[src/rtl/cache_ctrl_pkg.sv]
// Shared types and default geometry for the cache sequencing controller.
package cache_ctrl_pkg;
  localparam int DEF_ADDR_W = 8;
  localparam int DEF_DATA_W = 16;
  localparam int DEF_TAG_W  = 5;
  localparam int CNT_W      = 16;

  typedef enum logic [2:0] {
    S_IDLE, S_LOOKUP, S_CHECK, S_DONE, S_WB, S_REFILL, S_FILL
  } state_t;
endpackage

[src/rtl/cache_ctrl_sat_counter.sv]
// Saturating up-counter with async active-low clear; used for cache statistics.
module sat_counter #(
  parameter int W = 16
) (
  input  logic         clk,
  input  logic         rst_n,
  input  logic         inc,
  output logic [W-1:0] q
);
  always_ff @(posedge clk or negedge rst_n)
    if (!rst_n)               q <= '0;
    else if (inc && q != '1)  q <= q + W'(1);
endmodule

[src/rtl/cache_ctrl.sv]
// Miss-handling sequencer for a 2-way write-back cache: lookup, victim
// writeback, refill and fill, with Moore-decoded outputs.
module cache_ctrl
  import cache_ctrl_pkg::*;
#(
  parameter int ADDR_W = DEF_ADDR_W,
  parameter int DATA_W = DEF_DATA_W,
  parameter int TAG_W  = DEF_TAG_W
) (
  input  logic              clk,
  input  logic              rst_n,
  input  logic              req_valid,
  input  logic              req_write,
  input  logic [ADDR_W-1:0] req_addr,
  input  logic [DATA_W-1:0] req_wdata,
  output logic              req_ready,
  output logic              resp_valid,
  output logic [DATA_W-1:0] resp_rdata,
  output logic              c_en,
  output logic              c_we,
  output logic              c_fill,
  output logic [ADDR_W-1:0] c_addr,
  output logic [DATA_W-1:0] c_wdata,
  input  logic [DATA_W-1:0] c_rdata,
  input  logic              c_hit,
  input  logic              c_victim_dirty,
  input  logic [ADDR_W-1:0] c_victim_addr,
  input  logic [DATA_W-1:0] c_victim_data,
  output logic              mem_req,
  output logic              mem_we,
  output logic [ADDR_W-1:0] mem_addr,
  output logic [DATA_W-1:0] mem_wdata,
  input  logic              mem_ack,
  input  logic [DATA_W-1:0] mem_rdata,
  output logic [CNT_W-1:0]  hit_cnt,
  output logic [CNT_W-1:0]  miss_cnt,
  output logic [CNT_W-1:0]  wb_cnt
);
  localparam int IDX_W = ADDR_W - TAG_W;

  state_t              state, state_nx;
  logic                wr_q, gap_q;
  logic [TAG_W-1:0]    tag_q;
  logic [IDX_W-1:0]    idx_q;
  logic [ADDR_W-1:0]   addr_q, vic_addr_q;
  logic [DATA_W-1:0]   wdata_q, rdata_q, vic_data_q;
  logic                acked;

  assign addr_q = {tag_q, idx_q};
  assign acked  = mem_req & mem_ack;

  always_ff @(posedge clk or negedge rst_n)
    if (!rst_n) begin
      state      <= S_IDLE;
      wr_q       <= 1'b0;
      gap_q      <= 1'b0;
      tag_q      <= '0;
      idx_q      <= '0;
      wdata_q    <= '0;
      rdata_q    <= '0;
      vic_addr_q <= '0;
      vic_data_q <= '0;
    end else begin
      state <= state_nx;
      // one idle mem_req cycle between writeback and refill
      gap_q <= (state == S_WB) && acked && !wr_q;
      if (state == S_IDLE && req_valid) begin
        wr_q    <= req_write;
        tag_q   <= req_addr[ADDR_W-1 -: TAG_W];
        idx_q   <= req_addr[IDX_W-1:0];
        wdata_q <= req_wdata;
      end
      if (state == S_CHECK) begin
        if (c_hit) rdata_q <= c_rdata;
        else begin
          vic_addr_q <= c_victim_addr;
          vic_data_q <= c_victim_data;
        end
      end
      if (state == S_REFILL && acked) rdata_q <= mem_rdata;
    end

  always_comb begin
    state_nx = state;
    case (state)
      S_IDLE:   if (req_valid) state_nx = S_LOOKUP;
      S_LOOKUP: state_nx = S_CHECK;
      S_CHECK:
        if (c_hit)               state_nx = S_DONE;
        else if (c_victim_dirty) state_nx = S_WB;
        else if (wr_q)           state_nx = S_FILL;
        else                     state_nx = S_REFILL;
      S_WB:     if (acked) state_nx = wr_q ? S_FILL : S_REFILL;
      S_REFILL: if (acked) state_nx = S_FILL;
      S_FILL:   state_nx = S_DONE;
      S_DONE:   state_nx = S_IDLE;
      default:  state_nx = S_IDLE;
    endcase
  end

  always_comb begin
    req_ready  = (state == S_IDLE);
    resp_valid = (state == S_DONE);
    resp_rdata = (state == S_DONE && !wr_q) ? rdata_q : '0;
    c_en       = (state == S_LOOKUP);
    c_fill     = (state == S_FILL);
    c_we       = (state == S_LOOKUP || state == S_FILL) && wr_q;
    c_addr     = '0;
    c_wdata    = '0;
    if (state == S_LOOKUP || state == S_FILL) c_addr = addr_q;
    if (state == S_LOOKUP) c_wdata = wdata_q;
    if (state == S_FILL)   c_wdata = wr_q ? wdata_q : rdata_q;
    mem_req    = (state == S_WB) || (state == S_REFILL && !gap_q);
    mem_we     = (state == S_WB);
    mem_addr   = '0;
    mem_wdata  = '0;
    if (state == S_WB) begin
      mem_addr  = vic_addr_q;
      mem_wdata = vic_data_q;
    end else if (state == S_REFILL) begin
      mem_addr  = addr_q;
    end
  end

  sat_counter #(.W(CNT_W)) u_hit  (.clk(clk), .rst_n(rst_n), .inc(state == S_CHECK &&  c_hit), .q(hit_cnt));
  sat_counter #(.W(CNT_W)) u_miss (.clk(clk), .rst_n(rst_n), .inc(state == S_CHECK && !c_hit), .q(miss_cnt));
  sat_counter #(.W(CNT_W)) u_wb   (.clk(clk), .rst_n(rst_n), .inc(state == S_WB && acked),       .q(wb_cnt));
endmodule

[config.mk]
export PLATFORM = sky130hd
export DESIGN_NAME = cache_ctrl
export DESIGN_NICKNAME = d
export VERILOG_FILES = /design/src/rtl/cache_ctrl_pkg.sv /design/src/rtl/cache_ctrl_sat_counter.sv /design/src/rtl/cache_ctrl.sv
export SDC_FILE = /design/constraint.sdc
export NUM_CORES = 1
export LEC_CHECK = 0
export BUFFER_PORTS_ARGS = -buffer_cell sky130_fd_sc_hd__buf_2
export CAP_MARGIN = 10
export CORE_UTILIZATION = 45
export DETAILED_ROUTE_END_ITERATION = 8
export GPL_TIMING_DRIVEN = 0
export PLACE_DENSITY_LB_ADDON = 0.08
export REMOVE_ABC_BUFFERS = 1
export SYNTH_ARGS = -nofsm -noshare
export SYNTH_HDL_FRONTEND = slang
export SYNTH_SLANG_ARGS = --single-unit
[constraint.sdc]
create_clock -name clk -period 2.45 [get_ports clk]
set_input_delay 0.245 -clock clk [delete_from_list [all_inputs] [get_ports clk]]
set_output_delay 0.245 -clock clk [all_outputs]
set_load 0.01 [all_outputs]
# After elaboration in Yosys (flattened, before gate mapping)
# Cells that the tools add are included.
totals:
  regBits: 117
  latch_bits: 0
  ramBits: 0
  mem_bits_ro: 0
  input_bits: 87
  wordCells: 70
  mem_count: 0
classes:
  n_addsub: 3
  multipliers: 0
  div_mod_pow: 0
  order_cmp: 0
  n_eq_ne: 12
  shift: 0
  mux: 18
  n_bitwise: 2
  reduce_logical: 23
op_table:
  columns: ["cell", "n"]
  rows:
  - ["16-bit 2-to-1 mux", 8]
  - ["16-bit by 1-bit adder with 16-bit output, second input constant", 3]
  - ["16-bit != test, second input constant", 3]
  - ["8-bit 2-to-1 mux", 3]
  - ["3-bit case mux with 6 select lines", 1]
  - ["1-bit logical AND", 12]
  - ["3-bit 2-to-1 mux", 4]
  - ["3-bit equality test, second input constant", 3]
  - ["3-bit by 2-bit equality test with 1-bit output, second input constant", 2]
  - ["2-bit 2-to-1 mux", 2]
  - ["2-bit != test, second input constant", 2]
  - ["2-bit AND reduction", 2]
  - ["2-bit nonzero test", 2]
  - ["3-bit by 1-bit equality test with 1-bit output, second input constant", 1]
  - ["1-bit zero test", 3]
  - ["3-bit zero test", 1]
  - ["3-bit AND reduction", 1]
  - ["1-bit logical OR", 2]
  - ["2-bit by 1-bit != test with 1-bit output, second input constant", 1]
  - ["1-bit AND", 1]
  - ["1-bit NOT", 1]

# Logic depth before layout (Yosys ltp)
logic_depth:
  ltp_word: 7
  depth_mapped: 7
  depth_no_buf: 6

# Hierarchy
# From an unflattened synthesis, not the netlist that was laid out.
unflattened:
  hier_cells: 516
  area_unflattened_um2: 6094.6
modules_own_cells:
  columns: ["mod", "instances", "cells_each", "area_each_um2", "seq_area_each_um2"]
  rows:
  - ["cache_ctrl", 1, 300, 3515.9, 1726.7]
  - ["sat_counter", 3, 72, 859.6, 400.4]

# Worst setup path before layout
# No wires, ideal clock.
synth_path:
  path_type: "register to register"
  startpoint: "register state[0]"
  endpoint: "register u_miss.q[13]"
  setup_time_ns: 0.126
  arrival_ns: 1.977
  required_time_ns: 2.324
  setup_slack_ns: 0.346
  path_stages_with_launch: 8
  path_buffers: 2
  synth_period_minus_slack_ns: 2.104
  cell_sequence: "dfrtp_1 -> buf_6 -> or4b_4 -> buf_6 -> or2_4 -> nor4_4 -> o2111ai_1 -> xnor2_1"
synth_between:
  elab_chain_cells: 3
synth_rtl:
  columns: ["element", "line_no", "rtl"]
  rows:
  - ["start, declared", "cache_ctrl.sv:41", "state_t state, state_nx;"]
  - ["start signal, assigned", "cache_ctrl.sv:64", "state <= state_nx;"]
  - ["3-bit by 2-bit equality test with 1-bit output", "cache_ctrl.sv:126", "sat_counter #(.W(CNT_W)) u_miss (.clk(clk), .rst_n(rst_n), .inc(state == S_CHECK && !c_hit), .q(miss_cnt));"]
  - ["1-bit logical AND", "cache_ctrl.sv:126", null]
  - ["1-bit logical AND", "cache_ctrl_sat_counter.sv:12", "else if (inc && q != '1) q <= q + W'(1);"]
  - ["end signal, assigned", "cache_ctrl_sat_counter.sv:12", null]
  - ["end, declared", "cache_ctrl_sat_counter.sv:8", "output logic [W-1:0] q"]
# Every way passes these cells.
# A chain may end at the register's enable or synchronous reset.

# Worst setup path after layout
layout_path:
  startpoint: "register state[0]"
  endpoint: "output port c_wdata[5]"
layout_between:
  elab_chain_cells: 3
  word_cells_on_any_way: 4
  classes_between: "eq/ne: 2; mux: 2"
layout_rtl:
  columns: ["element", "line_no", "rtl"]
  rows:
  - ["3-bit by 1-bit equality test with 1-bit output", "cache_ctrl.sv:111", "if (state == S_LOOKUP) c_wdata = wdata_q;"]
  - ["16-bit 2-to-1 mux", "cache_ctrl.sv:111", null]
  - ["16-bit 2-to-1 mux *", "cache_ctrl.sv:112", "if (state == S_FILL) c_wdata = wr_q ? wdata_q : rdata_q;"]
  - ["end, declared", "cache_ctrl.sv:23", "output logic [DATA_W-1:0] c_wdata,"]
# Mark *: on every way between the ends. The rest lies on a longest branch, timed or not.

==> impl_metrics.yaml <==
outcome:
  status: "completed"
timing:
  fin_crit_ps: 2360
  fin_crit_sh: 0.963
  worst_pin_slew_ps: 685
  hold_viol: 0
  fmax_ghz: 0.424
  slew_headroom: 0.543
  setup_viol: 0
  drv_slew: 0
  final.setup.tns_ps: 0
  clock_skew_ps: 2.96
  whs_ps: 24.7
pwr:
  seq_power_share: 0.401
  powerDensity_nw_per_um2: 1040
  ir_drop_mv: 0.537
  internal-power_w: 0.00513
  p_sw_frac: 0.340
  comb_power_share: 0.320
  net-switching-power_w: 0.00264
  power_leakage_nw: 3.88
  power.share.clock: 0.278
job:
  max_cap_violations: 0
yosys:
  ys.flop_type: "dfrtp_1"
  ys_types: 45
  synth_seq_cells: 117
  synth_edf_count: 0
  yosysTopAreaCell: "dfrtp_1"
  yosys_warnings: 0
  yosysSeqAreaShare: 0.524
  syn-cell-area_um2: 5580
  ys_top_cells_by_area: "dfrtp_1, nand2_1, mux2_2, xnor2_1, and2_1"
  yosysTopAreaCellShare: 0.524
  netlist_instances: 550
  synth_area_per_cell_um2: 10.2
  async_reset_ff_frac: 1.00
placement:
  port_buffers: 205
  gp_congestion: 0.788
  dp_hpwl_um: 9910
critical_path:
  start_kind: "flop"
  critical-path-slowest-cell: "dfrtp_4"
  required_ps: 2200
  critPathMaxStageDelay_ps: 540
  critPathKind: "flop to primary output"
  crit_chain: "clkinvlp_4 -> and3_1 -> a21o_4 -> a22o_1 -> buf_2"
  crit_arrival_ps: 2110
  crit_fanout: 16
  crit_path_end_kind: "primary output"
routing:
  drtIter0Drc: 199
  drtPass1Iterations: 4
  wire_per_inst_um: 15.2
  routed_wl_um: 14400
  avgViaCountPerCell: 5.06
  antenna_left: 0
  drc: 0
  vias: 4765
die:
  start_util: 0.463
  rows: 40
  io_pins: 206
  design.core.area_um2: 12100
  die-area_um2: 12900
  die_w_um: 113
  die_y_um: 113
finish:
  final_common_cell: "buf_2"
  areaGrowthSynthToFinish_pct: 33.7
  final_cell_mix: "buf_2, nand2_1, dfrtp_1"
  fill_cells: 1087
  diodes: 0
  drive_gt1_frac: 0.379
  final-seq-area_um2: 2930
  fin_nets: 853
  multi_input_area_um2: 2600
grt:
  groute.usage.overall: 0.229
  grt-ovfl-total: 0
  antenna_found_initial: 1
  grt_pass1_wl_um: 22600
  grt_max_degree: 60
  first_global_vias: 4503
cts:
  path_clk_slew_ps: 50
  cts_made_buffers: 17
  cts_buffer_depth: 2
  htreeDepth: 4
  cts_root_buf: "clkbuf_16"
  clock_sinks: 117
  clk_latency_ps: 410
  cts_tree: "yes"
min_path:
  worstHoldPathType: "primary input to flop"
-- Yosys cell counts, types with 3 or more instances --
| library cell | count |
|---|---|
| a21oi_1 | 7 |
| nand2_1 | 126 |
| dfrtp_1 | 117 |
| nor2b_1 | 12 |
| mux2_2 | 29 |
| mux2i_1 | 9 |
| ha_1 | 3 |
| xor2_1 | 7 |
| o21ai_0 | 5 |
| clkbuf_1 | 15 |
| nor3_1 | 13 |
| nor2_1 | 23 |
| xnor2_1 | 35 |
| a22o_1 | 16 |
| nand3_1 | 16 |
| and4_1 | 3 |
| and2_1 | 34 |
| nand4_1 | 16 |
| buf_1 | 5 |
| and3_1 | 6 |
| inv_1 | 9 |
| a22oi_1 | 15 |
-- cell families after synthesis --
group	Yosys count	synth area share
XOR/XNOR	42	0.0659
multiplexers	38	0.0746
buffers and inverters	33	0.0253
adder cells (fa/ha/maj)	3	0.00672
AND/OR/NAND/NOR	265	0.235
AO/OA/AOI/OAI	52	0.0683
flip-flops	117	0.524
-- repair_timing --
| action | 4_1_cts | 5_1_grt |
|---|---|---|
| setup endpoints to repair | 141 | 30 |
| hold endpoints to repair | 58 | 0 |
| pin swaps | 3 | 1 |
| buffers inserted | 7 | 1 |
| hold buffers | 1 | 0 |
| gates resized for setup | 16 | 4 |
| gates cloned | 0 | 1 |
-- final timing paths --
kind,start,to,slack [ps],depth (start not counted)
max,state[0],c_wdata[5],90,5
min in group asynchronous,rst_n,u_wb.q[3],370,2
max reg2reg,state[0],u_miss.q[13],100,5
min,c_victim_data[15],vic_data_q[15],20,3
min reg2reg,vic_data_q[10],vic_data_q[10],460,2
max in group asynchronous,rst_n,state[0],1390,3
-- per-layer routing --
| layer | vias to the layer above | routed length, um | global-route usage |
|---|---|---|---|
| met5 | - | 0 | 0 |
| met4 | 0 | 391 | 0.114 |
| met1 | 2272 | 6090 | 0.273 |
| li1 | 2309 | - | - |
| met2 | 153 | 6980 | 0.381 |
| met3 | 31 | 894 | 0.0664 |
-- stage by stage --
step | utilization | instances | power (W) | setup slack (ps) | instance area, um^2
2_1_floorplan | - | 526 | 0.00450 | 6.49 | 5480
3_3_place_gp | 0.557 | 899 | 0.00535 | -1230 | 6710
3_5_place_dp | 0.562 | 902 | 0.00549 | -822 | 6780
4_1_cts | 0.617 | 940 | 0.00780 | 2.59 | 7440
5_1_grt | 0.619 | 942 | 0.00827 | -1.72 | 7470
6_report | 0.619 | 942 | 0.00776 | 91.2 | 7470
-- power groups by stage --
stage                     sequential [W]  combinational, W  clock [W]
after detailed placement         0.00313           0.00236          0
after global placement           0.00307           0.00228          0
after CTS                        0.00310           0.00249    0.00221
after global routing             0.00322           0.00274    0.00230
after floorplan                  0.00302           0.00148          0
final                            0.00312           0.00249    0.00216
-- sequential cells by signal, indices dropped and copies added, names as in the netlist, 5 cells and up --
register / cells
rdata_q: 16
u_hit.q: 16
u_miss.q: 16
u_wb.q: 16
vic_data_q: 16
wdata_q: 16
vic_addr_q: 8
tag_q: 5
-- critical path, delay by kind of cell, from the launching register on --
| family | cells | cell delay, ps |
|---|---|---|
| and+or+nand+nor | 1 | 250 |
| buffers and inverters | 2 | 330 |
| AOI/OAI and AO/OA | 2 | 570 |
| DFF | 1 | 540 |
-- area by class of cell --
type                            count  area share
Clock inverter                      5     0.00335
Inverter                            9     0.00503
Multi-Input combinational cell    401       0.348
Sequential cell                   117       0.393
Clock buffer                       25      0.0663
Tap cell                          168      0.0281
Timing Repair Buffer              217       0.156
No activity file was read; power rests on OpenSTA's default activity.
